**config.mk**
```make
export PLATFORM = sky130hd
export DESIGN_NAME = fto_sweep_ctrl_flat
export DESIGN_NICKNAME = d
export VERILOG_FILES = /design/src/rtl/fto_sweep_ctrl_if.sv /design/src/rtl/fto_sweep_ctrl.sv /design/src/flat_wrapper.sv
export SDC_FILE = /design/constraint.sdc
export NUM_CORES = 1
export LEC_CHECK = 0
export ABC_AREA = 1
export BUFFER_PORTS_ARGS = -buffer_cell sky130_fd_sc_hd__clkbuf_2
export CORE_UTILIZATION = 28
export CTS_CLUSTER_DIAMETER = 200
export CTS_CLUSTER_SIZE = 28
export DETAILED_ROUTE_END_ITERATION = 10
export PLACE_DENSITY = 0.43
export SYNTH_ARGS = -nofsm -noshare
export SYNTH_HDL_FRONTEND = slang
export SYNTH_SLANG_ARGS = --single-unit
```
**constraint.sdc**
```tcl
create_clock -name clk -period 2.2 [get_ports clk]
set_clock_uncertainty 0.1 [all_clocks]
set_input_delay 0.44 -clock clk [delete_from_list [all_inputs] [get_ports clk]]
set_output_delay 0.44 -clock clk [all_outputs]
set_load 0.02 [all_outputs]
```
**src/rtl/fto_sweep_ctrl_if.sv**
```systemverilog
// Signal bundle between fto_sweep_ctrl and its host/fto block: handshake, results and fto drive.
// With FTO_SWEEP_CHECK_EN defined the bundle also carries expected/mismatch/fail_index.
interface fto_sweep_ctrl_if;
  logic        start;
  logic        abort;
  logic        busy;
  logic        done;
  logic [15:0] truth_table;
  logic [4:0]  ones_count;
  logic        fto_out;
  logic        fto_a;
  logic        fto_b;
  logic        fto_c;
  logic        fto_d;
`ifdef FTO_SWEEP_CHECK_EN
  logic [15:0] expected;
  logic        mismatch;
  logic [3:0]  fail_index;

  modport master (
    output start, abort, fto_out, expected,
    input  busy, done, truth_table, ones_count, fto_a, fto_b, fto_c, fto_d,
           mismatch, fail_index
  );

  modport slave (
    input  start, abort, fto_out, expected,
    output busy, done, truth_table, ones_count, fto_a, fto_b, fto_c, fto_d,
           mismatch, fail_index
  );
`else
  modport master (
    output start, abort, fto_out,
    input  busy, done, truth_table, ones_count, fto_a, fto_b, fto_c, fto_d
  );

  modport slave (
    input  start, abort, fto_out,
    output busy, done, truth_table, ones_count, fto_a, fto_b, fto_c, fto_d
  );
`endif
endinterface

```
**src/rtl/fto_sweep_ctrl.sv**
```systemverilog
// Walks fto through all 16 input vectors, holding each SETTLE_CYCLES+1 cycles, and records its truth table.
// Optional FTO_SWEEP_CHECK_EN compares each capture against a latched expected table.
module fto_sweep_ctrl #(
  parameter int SETTLE_CYCLES = 2
) (
  input  logic             clk,
  input  logic             rst_n,
  fto_sweep_ctrl_if.slave  bus
);

  typedef enum logic [1:0] {
    IDLE    = 2'd0,
    SETTLE  = 2'd1,
    CAPTURE = 2'd2,
    FINISH  = 2'd3
  } state_t;

  localparam logic [3:0] SETTLE_LAST = 4'(SETTLE_CYCLES - 1);
  localparam logic [3:0] IDX_LAST    = 4'd15;

  generate
    if (SETTLE_CYCLES < 1 || SETTLE_CYCLES > 15) begin : g_bad_settle
      $error("fto_sweep_ctrl: SETTLE_CYCLES must be in 1..15");
    end
  endgenerate

  state_t      state;
  state_t      next_state;
  logic [3:0]  idx;
  logic [3:0]  settle_cnt;
  logic [15:0] truth_table;
  logic [4:0]  ones_count;
  logic        busy;
  logic        done;
  logic [3:0]  drive;

  logic        start_accept;
  logic        last_settle;
  logic        last_idx;
  logic        capture_en;

  assign start_accept = (state == IDLE) && bus.start;
  assign last_settle  = (settle_cnt == SETTLE_LAST);
  assign last_idx     = (idx == IDX_LAST);
  // abort takes priority over the sample taken in the same cycle
  assign capture_en   = (state == CAPTURE) && !bus.abort;

  always_ff @(posedge clk or negedge rst_n) begin
    if (!rst_n) begin
      state <= IDLE;
    end else begin
      state <= next_state;
    end
  end

  always_comb begin
    next_state = state;
    case (state)
      IDLE: begin
        if (bus.start) begin
          next_state = SETTLE;
        end
      end
      SETTLE: begin
        if (bus.abort) begin
          next_state = IDLE;
        end else if (last_settle) begin
          next_state = CAPTURE;
        end
      end
      CAPTURE: begin
        if (bus.abort) begin
          next_state = IDLE;
        end else if (last_idx) begin
          next_state = FINISH;
        end else begin
          next_state = SETTLE;
        end
      end
      FINISH: begin
        next_state = IDLE;
      end
      default: begin
        next_state = IDLE;
      end
    endcase
  end

  always_comb begin
    busy  = 1'b0;
    done  = 1'b0;
    drive = 4'd0;
    case (state)
      SETTLE, CAPTURE: begin
        busy  = 1'b1;
        drive = idx;
      end
      FINISH: begin
        done = 1'b1;
      end
      default: begin
        busy  = 1'b0;
      end
    endcase
  end

  always_ff @(posedge clk or negedge rst_n) begin
    if (!rst_n) begin
      idx         <= 4'd0;
      settle_cnt  <= 4'd0;
      truth_table <= 16'd0;
      ones_count  <= 5'd0;
    end else if (start_accept) begin
      idx         <= 4'd0;
      settle_cnt  <= 4'd0;
      truth_table <= 16'd0;
      ones_count  <= 5'd0;
    end else if (state == SETTLE) begin
      if (!bus.abort && !last_settle) begin
        settle_cnt <= settle_cnt + 4'd1;
      end
    end else if (capture_en) begin
      truth_table[idx] <= bus.fto_out;
      ones_count       <= ones_count + {4'd0, bus.fto_out};
      settle_cnt       <= 4'd0;
      if (!last_idx) begin
        idx <= idx + 4'd1;
      end
    end
  end

  assign bus.busy        = busy;
  assign bus.done        = done;
  assign bus.truth_table = truth_table;
  assign bus.ones_count  = ones_count;
  assign bus.fto_a       = drive[3];
  assign bus.fto_b       = drive[2];
  assign bus.fto_c       = drive[1];
  assign bus.fto_d       = drive[0];

`ifdef FTO_SWEEP_CHECK_EN
  logic [15:0] expected_latched;
  logic        mismatch;
  logic [3:0]  fail_index;

  // Only the first disagreeing index is recorded; the sweep itself is never cut short.
  always_ff @(posedge clk or negedge rst_n) begin
    if (!rst_n) begin
      expected_latched <= 16'd0;
      mismatch         <= 1'b0;
      fail_index       <= 4'd0;
    end else if (start_accept) begin
      expected_latched <= bus.expected;
      mismatch         <= 1'b0;
      fail_index       <= 4'd0;
    end else if (capture_en && !mismatch && (bus.fto_out != expected_latched[idx])) begin
      mismatch   <= 1'b1;
      fail_index <= idx;
    end
  end

  assign bus.mismatch   = mismatch;
  assign bus.fail_index = fail_index;
`endif

  a_done_single: assert property (@(posedge clk) disable iff (!rst_n) done |=> !done);
  a_busy_done_excl: assert property (@(posedge clk) disable iff (!rst_n) !(busy && done));
  a_ones_range: assert property (@(posedge clk) disable iff (!rst_n) ones_count <= 5'd16);

endmodule

```
**src/flat_wrapper.sv**
```systemverilog
// flat-port wrapper written by rule: the top's interface ports become plain ports
module fto_sweep_ctrl_flat 
#(
  parameter int SETTLE_CYCLES = 2
)
  (clk, rst_n, bus_start, bus_abort, bus_fto_out, bus_busy, bus_done, bus_truth_table, bus_ones_count, bus_fto_a, bus_fto_b, bus_fto_c, bus_fto_d);
  fto_sweep_ctrl_if bus_i ();
  input  logic clk;
  input  logic rst_n;
  input wire logic [$bits(bus_i.start)-1:0] bus_start;
  input wire logic [$bits(bus_i.abort)-1:0] bus_abort;
  input wire logic [$bits(bus_i.fto_out)-1:0] bus_fto_out;
  output wire logic [$bits(bus_i.busy)-1:0] bus_busy;
  output wire logic [$bits(bus_i.done)-1:0] bus_done;
  output wire logic [$bits(bus_i.truth_table)-1:0] bus_truth_table;
  output wire logic [$bits(bus_i.ones_count)-1:0] bus_ones_count;
  output wire logic [$bits(bus_i.fto_a)-1:0] bus_fto_a;
  output wire logic [$bits(bus_i.fto_b)-1:0] bus_fto_b;
  output wire logic [$bits(bus_i.fto_c)-1:0] bus_fto_c;
  output wire logic [$bits(bus_i.fto_d)-1:0] bus_fto_d;
  assign bus_i.start = bus_start;
  assign bus_i.abort = bus_abort;
  assign bus_i.fto_out = bus_fto_out;
  assign bus_busy = bus_i.busy;
  assign bus_done = bus_i.done;
  assign bus_truth_table = bus_i.truth_table;
  assign bus_ones_count = bus_i.ones_count;
  assign bus_fto_a = bus_i.fto_a;
  assign bus_fto_b = bus_i.fto_b;
  assign bus_fto_c = bus_i.fto_c;
  assign bus_fto_d = bus_i.fto_d;
  fto_sweep_ctrl #(.SETTLE_CYCLES(SETTLE_CYCLES)) u_core (.clk(clk), .rst_n(rst_n), .bus(bus_i));
endmodule
```
==> metrics.md <==
| Metric | Value |
|---|---|
| Cells along the critical path | inv_1, ha_1, nand2_1, inv_1, clkbuf_2 |
| Commonest non-fill, non-tap cells in the layout | 106 x nand2_1, 39 x inv_1, 31 x nand3_1, 31 x clkbuf_2, 31 x dfrtp_1 |
| Post-layout util | 34.3% |
| Syn Nets | 298 |
| CP Data Required Time | 1660 ps |
| Met2 wire length | 2120 um |
| Achievable Freq | 497 MHz |
| Initial core utilization | 29.1% |
| CTS tree | built |
| Die area | 0.00740 mm^2 |
| Worst setup EP type | output port |
| Cells after Synth | 279 |
| Worst-Skew Late Latency | 280 ps |
| # setup viols final | 0 |
| First drt pass iteration count | 5 |
| Total number of vias | 1752 |
| Synth warnings | 0 |
| Ports | 32 |
| Pwr/cell area | 1190 mW/mm^2 |
| Nets | 333 |
| Hpwl dp | 3380 um |
| Area fraction in compound gates after synthesis | 3.55% |
| Fillers | 737 |
| Synth Area in XOR/XNOR | 1.33% |
| CP max FO | 5 |
| Area occupied by multi-input gates | 0.00101 mm^2 |
| Leading area contributor after synthesis | dfrtp_1 |
| Kind of start point of the critical path | register |
| Largest stage delay on the critical path | 420 ps |
| Register area | 776 um^2 |
| Slew HR | 62.9% |
| CTS clock-pin slew for the worst setup and hold paths | 70 ps |
| Top sig layer | met4 |
| CTS Hold Bufs | 0 |
| Synth unique cells | 21 |
| Final WL | 4700 um |
| H-tree Lvls | 2 |
| CP Class | reg2out |
| Yosys reg bits | 31 |
| Mapped cell area | 0.00198 mm^2 |
| Most common cell after layout, fill and taps aside | nand2_1 |
| Largest family of logic cells by synthesized area | simple AND/OR/NAND/NOR gates |
| Initial antenna violation count | 0 |
| Met3 WL | 210 um |
| Critical Path AT | 1470 ps |
| Final hold vios | 0 |
| M1 WL | 2320 um |
| Fin crit period | 2010 ps |
| Main flop type after synthesis | dfrtp_1 |
| Sink Count | 31 |
| Max-capacitance violation count | 0 |
| Clock Tree Buf Depth | 2 |
| Synth top area share | 39.3% |
| Worst Hold Class | in2async |
| Async SR Flop Fraction | 100% |
| Slew Viols, Final | 0 |
| CP dominant cell by count | inv_1 |
| Area contributors post-synth | dfrtp_1 39%, nand2_1 20%, ha_1 8.9%, nand3_1 7.9%, inv_1 7.4% |
| DRC violations left | 0 |
| Overflow after GRT | 0 |
| Area growth from synthesis to layout | 18.0% |
| Vias/cell | 4.26 |
| Vias in the first global route | 1765 |
| First-pass GRT wire length | 8250 um |
| Num rows | 30 |
| Number of synthesized flops with an enable pin | 0 |
| Antenna Nets Post-Route | 0 |
| PortBufs | 31 |
| Leakage power figure | 1.37 nW |
| Synth Area in Adders | 8.87% |
| N_diodes | 0 |
| Die Ht | 86 um |
| Wirelength per Cell | 11.4 um |
| Core area | 0.00679 mm^2 |
| RSZ-0062 raised after global routing | false |
| Max VDD drop | 0.498 mV |
| Setup TNS | 0 ps |
| Status | completed |
| Die X | 86 um |
| CTS root buf | clkbuf_8 |
| Critical path's slowest cell | dfrtp_1 |
| Starting DRT DRC Count | 90 |
| Synth Area in Simple Gates | 36.8% |
| Measured slew at the worst slew-check pin | 556 ps |
| Share of layout cells above drive strength 1 | 15.9% |
| TritonCTS buffer count | 5 |
| Largest net degree at the start of global routing | 21 |
| Final GP Congestion | 0.730 |
| Synth Area per Inst | 7.08 um^2 |
| Fraction of synthesized area in multiplexers | 0% |
| Total GRT Usage | 14.3% |
| Register area share after synthesis | 39.3% |
| Fin crit share | 91.4% |
-- critical path: cells and delay by family, from the launching register on --
kind                     cells  cell delay [ps]
flip-flops                   1              420
adder cells (fa/ha/maj)      1              370
buffers and inverters        3              330
AND/OR/NAND/NOR              1               70
-- cells by family (layout without fill, tap and decap cells) --
logic type | Yosys count | count (layout)
buffers and inverters | 47 | 82
xor gates and xnor gates | 3 | 3
DFF | 31 | 31
and+or+nand+nor | 170 | 171
adders and majority gates | 14 | 14
AOI/OAI and AO/OA | 14 | 14
-- flip-flops by register name (all words and copies together) (netlist names) --
| name | count |
|---|---|
| u_core.state | 2 |
| u_core.bus.truth_table | 16 |
| u_core.bus.ones_count | 5 |
| u_core.settle_cnt | 4 |
| u_core.idx | 4 |
-- power by group --
group | switching [mW] | internal [mW] | total [mW]
registers | 0.178 | 0.709 | 0.887
clock network | 0.217 | 0.286 | 0.503
logic | 0.974 | 0.417 | 1.39
total | 1.37 | 1.41 | 2.78
-- what timing repair did --
action | 4_1_cts | 5_1_grt
resized for setup | 0 | 1
setup endpoints to repair | 0 | 1
buffers inserted | 0 | 0
-- layout make-up --
class / count / area share, %
tap: 96 / 5.15
clock buffer: 8 / 4.29
inverter: 41 / 6.71
multi-input combinational: 202 / 43.3
sequential: 31 / 33.3
timing repair buffer: 33 / 7.30
-- stage by stage --
step	setup WS, ps	hold WS, ps	cells	power (mW)	area (um^2)
finish	190	36.4	411	2.78	2330
global route	3.08	70.6	411	3.09	2330
CTS	183	60.5	410	2.81	2320
detailed placement	225	362	402	2.30	2220
global placement	268	358	402	2.30	2220
floorplan	531	44.4	279	1.94	1980
-- metal layers --
layer | track usage [%] | up-vias
li1 | - | 929
met1 | 17.9 | 780
met2 | 24.4 | 37
met3 | 3.27 | 6
met4 | 4.09 | 0
met5 | 0 | -
-- Yosys cell counts, types with 3 or more instances --
cell	n
inv_1	39
o21ai_0	8
nor3_1	4
nand4_1	3
dfrtp_1	31
ha_1	14
nand2_1	106
buf_2	3
nand2_4	3
nand3_1	31
o21ai_1	6
nor2_1	19
-- final timing paths --
| check | from | cells after the start | slack, ps | end |
|---|---|---|---|---|
| max | u_core.state[0]$_DFFE_PN0P_ | 5 | 190 | bus_fto_b |
| min | rst_n | 1 | 40 | u_core.settle_cnt[3]$_DFFE_PN0P_ |
| max reg2reg | u_core.state[0]$_DFFE_PN0P_ | 9 | 240 | u_core.bus.truth_table[15]$_DFFE_PN0P_ |
| min reg2reg | u_core.bus.truth_table[4]$_DFFE_PN0P_ | 2 | 370 | u_core.bus.truth_table[4]$_DFFE_PN0P_ |
| max in group asynchronous | rst_n | 2 | 1460 | u_core.bus.ones_count[2]$_DFFE_PN0P_ |
| min in group clk | u_core.bus.truth_table[4]$_DFFE_PN0P_ | 2 | 370 | u_core.bus.truth_table[4]$_DFFE_PN0P_ |
(Power assumes the default switching activity.)
